**config.mk**
```make
export PLATFORM = sky130hd
export DESIGN_NAME = sll_multicycle
export DESIGN_NICKNAME = d
export VERILOG_FILES = /design/src/rtl/sll_multicycle.sv
export SDC_FILE = /design/constraint.sdc
export NUM_CORES = 1
export LEC_CHECK = 0
export CAP_MARGIN = 20
export CORE_MARGIN = 5
export CORE_UTILIZATION = 31
export CTS_CLUSTER_SIZE = 24
export DETAILED_ROUTE_END_ITERATION = 8
export GPL_TIMING_DRIVEN = 0
export SLEW_MARGIN = 10
export SYNTH_ARGS = -nofsm -noshare
export SYNTH_HDL_FRONTEND = slang
export SYNTH_SLANG_ARGS = --single-unit
```
**constraint.sdc**
```tcl
create_clock -name clk -period 3 [get_ports clk]
set_input_delay 0.9 -clock clk [delete_from_list [all_inputs] [get_ports clk]]
set_output_delay 0.9 -clock clk [all_outputs]
set_load 0.05 [all_outputs]
```
**src/rtl/sll_multicycle.sv**
```systemverilog
// sll_multicycle: multi-cycle logical shift-left, one log2 stage per clock.
// Ports: clk, rst (sync, active-high); in_valid/in_ready, A, B (operand side);
//        out_valid/out_ready, Z (result side). Z is the working/result register.
module sll_multicycle #(
    parameter int N  = 32,
    parameter int SW = 5
) (
    input  logic         clk,
    input  logic         rst,
    input  logic         in_valid,
    output logic         in_ready,
    input  logic [N-1:0] A,
    input  logic [N-1:0] B,
    output logic         out_valid,
    input  logic         out_ready,
    output logic [N-1:0] Z
);

    localparam int KW = (SW > 1) ? $clog2(SW) : 1;

    typedef enum logic [1:0] {
        IDLE,
        SHIFT,
        DONE
    } state_t;

    state_t        state_q, state_d;
    logic [N-1:0]  z_q, z_d;
    logic [KW-1:0] k_q, k_d;
    logic [SW-1:0] shamt_q, shamt_d;
    logic [N-1:0]  step;

    // Stage distance for the bit currently being resolved: 2**k.
    assign step = N'(1) << k_q;

    always_comb begin
        state_d = state_q;
        z_d     = z_q;
        k_d     = k_q;
        shamt_d = shamt_q;
        unique case (state_q)
            IDLE: begin
                if (in_valid) begin
                    // Any high bit beyond the shift field forces a zero result;
                    // the SHIFT stages then only move zeros.
                    z_d     = (|B[N-1:SW]) ? '0 : A;
                    shamt_d = B[SW-1:0];
                    k_d     = KW'(SW - 1);
                    state_d = SHIFT;
                end
            end
            SHIFT: begin
                if (shamt_q[k_q]) begin
                    z_d = z_q << step;
                end
                if (k_q == '0) begin
                    state_d = DONE;
                end else begin
                    k_d = k_q - KW'(1);
                end
            end
            DONE: begin
                if (out_ready) begin
                    state_d = IDLE;
                end
            end
            default: begin
                state_d = IDLE;
            end
        endcase
    end

    always_ff @(posedge clk) begin
        if (rst) begin
            state_q <= IDLE;
            z_q     <= '0;
            k_q     <= KW'(SW - 1);
            shamt_q <= '0;
        end else begin
            state_q <= state_d;
            z_q     <= z_d;
            k_q     <= k_d;
            shamt_q <= shamt_d;
        end
    end

    assign in_ready  = (state_q == IDLE);
    assign out_valid = (state_q == DONE);
    assign Z         = z_q;

endmodule

```
# --- Yosys cells after proc, flatten, opt, wreduce, memory -nomap -nowiden ---
# Index checks and enable logic that the tools add are counted.
totals:
  ff_bits: 42
  elab_cells: 36
  output_inout_bits: 34
  input_bits: 68
classes:
  magnitude_cmp: 1
  n_reduce_logical: 8
  n_mux: 13
  n_eq_ne: 7
  add_sub_neg: 1
  shift: 2
ops:
  columns: ["op", "n"]
  rows:
  - ["$mux W32", 3]
  - ["$pmux W32 S2", 1]
  - ["$shl A1 B3 Y32 const A", 1]
  - ["$shl A32 B32 Y32", 1]
  - ["$reduce_or A27 Y1", 1]
  - ["$reduce_and A3 Y1", 3]
  - ["$ne A2 B2 Y1 const B", 4]
  - ["$mux W2", 3]
  - ["$mux W3", 2]
  - ["$pmux W2 S3", 1]
  - ["$pmux W3 S2", 1]
  - ["$lt A3 B4 Y1 const B", 1]
  - ["$bmux W1 S3", 1]
  - ["$logic_not A3 Y1", 1]
  - ["$sub A3 B1 Y3 const B", 1]
  - ["$eq A2 B1 Y1 const B", 1]
  - ["$eq A2 B2 Y1 const B", 1]
  - ["$logic_not A2 Y1", 1]
  - ["$ne A2 B1 Y1 const B", 1]
  - ["$reduce_and A2 Y1", 1]
  - ["$reduce_bool A2 Y1", 1]
  - ["$mux W1", 1]

# --- Logic depth before layout (Yosys ltp) ---
logic_depth:
  word_depth: 4
  ltp_mapped: 11
  ltp_nobuf: 8

# --- Worst setup path after synthesis ---
# Ideal clock, no wire load.
synth_timing:
  kind: "flip-flop to flip-flop"
  start: "register k_q[0]"
  end: "register z_q[17] (netlist: Z[17])"
  arrival_time_ns: 2.245
  setup_ns: 0.076
  stages_incl_launch_ff: 12
  path_slack_ns: 0.679
  synth_period_minus_slack_ns: 2.321
  path_cell_list: "dfxtp_1 -> inv_1 -> ha_1 -> buf_2 -> or2_2 -> clkbuf_1 -> buf_2 -> nand2_1 -> nand2_1 -> a221oi_1 -> o221ai_1 -> o22ai_1"
synth_between:
  elab_chain_cells: 4
synth_lines:
  columns: ["item", "line_no", "source"]
  rows:
  - ["start: declaration", "29", "logic [KW-1:0] k_q, k_d;"]
  - ["start signal: assignment", "77", "k_q <= KW'(SW - 1);"]
  - ["start signal: assignment", "82", "k_q <= k_d;"]
  - ["$shl A1 B3 Y32 or $bmux W1 S3 (tied branches)", "34, 53", null]
  - ["$shl A32 B32 Y32 or $mux W1 (tied branches)", "54, 53", null]
  - ["$mux W32 or $ne A2 B2 Y1 (tied branches)", null, null]
  - ["$pmux W32 S2 or $reduce_and A3 Y1 (tied branches)", null, null]
  - ["end signal: assignment", "81", "z_q <= z_d;"]
  - ["end: declaration", "28", "logic [N-1:0] z_q, z_d;"]
# Parallel ways exist; a longest one is shown, timed or not. The select of a mux whose other input is x is not followed.
# A chain may end at the register's enable or synchronous reset.

# --- Final worst setup path ---
layout_timing:
  start: "register k_q[0]"
  end: "register z_q[20] (netlist: Z[20])"
# The elaborated chain is that of the path after synthesis.

==> run metrics <==
worst min-delay path class reg -> reg; drt pass-1 iters 6; Port Buf Inserts 100; crit path DAT 3.14 ns; area of the multi-input gates 0.00325 mm²; most common cell in the synthesized netlist nor2_1; Clock Latency Late Sink 0.31 ns; antenna violations before repair 0; final hold violation count 0; Min Hold Slack 0.479 ns; GR Overflow Total 0; Post-Syn Area 0.00433 mm²; fin area 0.00584 mm²; RePlAce Congestion 1.02; Primary FF master, synth dfxtp_1; FF/Latch Area 843 µm²; PD cells 448 mW/mm²; FFs w/ async S/R, synth 0; RSZ-0062 raised after global routing false; Crit Path Max Fanout 10; Die Wd 128 µm; Final Setup Violations 0; total track usage 0.321; crit path from k_q[0]; total number of vias 6065; P_leak 2.10 nW; syn_nets 697; post-synth top area share 0.194; R2R cell count 10; first-pass GRT wire length 38.7 mm; Max Transition Viols Final 0; number of synthesized flops with an enable pin 0; nets 804; Layout area overhead 34.8%; vias per cell 6.65; Worst VDD drop 0.204 mV; share of cells above drive strength 1 0.120; CTS tree yes; startpoint of the worst hold path Z[31]; Filler cells 1480; post-synthesis sequential area ratio 0.194; area leader, netlist dfxtp_1; io pins 102; Slew HR 0.442; CTS Hold Buffers Added 0; post-route clock skew 0.00598 ns; CP Capture Type register; Worst R2R Start k_q[0]; worst hold stages 2; MaxCap Viol Count 0; largest net degree at the start of global routing 17; worst slew pin tran 0.834 ns; Cells after Synth 624; die area 0.0164 mm²; Worst-path clk slew 0.08 ns; antenna cells 0; H-tree depth 2; Placeable Area 0.0138 mm²; CTS Buf Count 5; FP Rows 43; Avg WL per Cell 29.6 µm; antenna viol nets, final 0; Avg Cell Area, Syn 6.94 µm²; flops & latches, synth 42; Starting Density 0.314; post-synthesis cell type count 68; number of global-route vias before repair 5873; Ys Warns 0; ranking of synthesized cells by area dfxtp_1 (19%), mux2i_1 (6.9%), nor2_1 (6.5%), a21oi_1 (6.4%), nand2_1 (5.6%); postcts setup bufs 0; clock sink count 42; DRC viols 0; total power 2.61 mW; status complete, no violations; placed inst area 0.00556 mm²; WP data required 3.24 ns; maximum clock frequency 345 MHz; Root Buffer clkbuf_16; Worst Setup Start Kind register; final WL 27.0 mm; post-DP HPWL 20.2 mm; Final Cycle Share 0.967; Die Y 128 µm; first-iteration detailed-routing DRC count 1069; Tmin final 2.90 ns; top post-synthesis cells by count nor2_1 (75), nand2_1 (65), a21oi_1 (55), dfxtp_1 (42), o21ai_0 (40); critical path class reg -> reg; CTS Buffer Depth 2
[critical path, cell delays in order, from the launching register on]
cell and delay [ns]:
dfxtp_2 0.40, inv_1 0.09, ha_1 0.19, buf_2 0.19, buf_2 0.26, nand2_1 0.37
a21oi_1 0.08, a211o_1 0.26, nor4_1 0.54, o2111ai_1 0.26, a21oi_1 0.17
[area by class of cell]
type                            instances  share of cell area
Timing Repair Buffer                  100               0.172
Sequential cell                        42               0.145
Clock inverter                          3             0.00493
Inverter                               14             0.00922
Buffer                                 60              0.0530
Tap cell                              180              0.0386
Multi-Input combinational cell        508               0.557
Clock buffer                            5              0.0214
[final timing paths]
kind,to,slack (ns)
max reg2reg,Z[20],0.1
max,Z[20],0.1
min,Z[31],0.48
min reg2reg,Z[31],0.48
[stage by stage]
step / setup slack (ns) / setup TNS (ns) / utilization / cells
after floorplan: 0.679 / 0 / - / 624
after global placement: -0.578 / -13.10 / 0.403 / 904
after detailed placement: -0.612 / -14.11 / 0.403 / 904
after CTS: 0.00694 / 0 / 0.418 / 912
after global routing: 0.000946 / 0 / 0.424 / 912
final: 0.0998 / 0 / 0.424 / 912
[kinds of logic after synthesis]
kind of cell	share of synthesized area
buffers and inverters	0.0769
XOR/XNOR	0.00202
adder cells (fa/ha/maj)	0.0144
multiplexers	0.106
flip-flops	0.194
AND/OR/NAND/NOR	0.255
AO/OA/AOI/OAI	0.352
[state kept, by name (all words and copies together), names as in the netlist]
name,flops
Z,32
k_q,3
shamt_q,5
state_q,2
[power by group]
group | internal (mW) | switching, mW | leakage (nW)
logic | 0.450 | 0.838 | 1.67
registers | 0.606 | 0.100 | 0.345
clock network | 0.320 | 0.298 | 0.0763
total | 1.38 | 1.24 | 2.10
[layout by cell type, fill, tap and decap left out, types with 6 or more instances in the layout]
cell type,n
nand2b_1,10
nand4_1,6
buf_2,17
nor2_1,74
nor3_1,16
mux2i_1,30
a211oi_1,15
dfxtp_1,40
o211ai_1,8
clkdlybuf4s50_1,100
inv_1,13
clkbuf_1,18
a31oi_1,12
o21ai_0,34
a221oi_1,17
a21oi_1,55
o21ai_1,7
nand3_1,25
nand2_1,65
a21boi_0,8
nor4_1,8
clkbuf_2,14
[per-layer routing]
metal / global-route usage / wire length, µm / vias up
met1: 0.412 / 10500 / 2887
met2: 0.473 / 11600 / 514
met5: 0 / 0 / -
met3: 0.112 / 3390 / 113
met4: 0.166 / 1430 / 0
li1: - / - / 2551
[what timing repair did]
item | CTS | global route
pin swaps | 0 | 0
endpoints found under the setup margin | 32 | 28
gates resized for setup | 19 | 35
No activity file was read; power rests on OpenSTA's default activity.
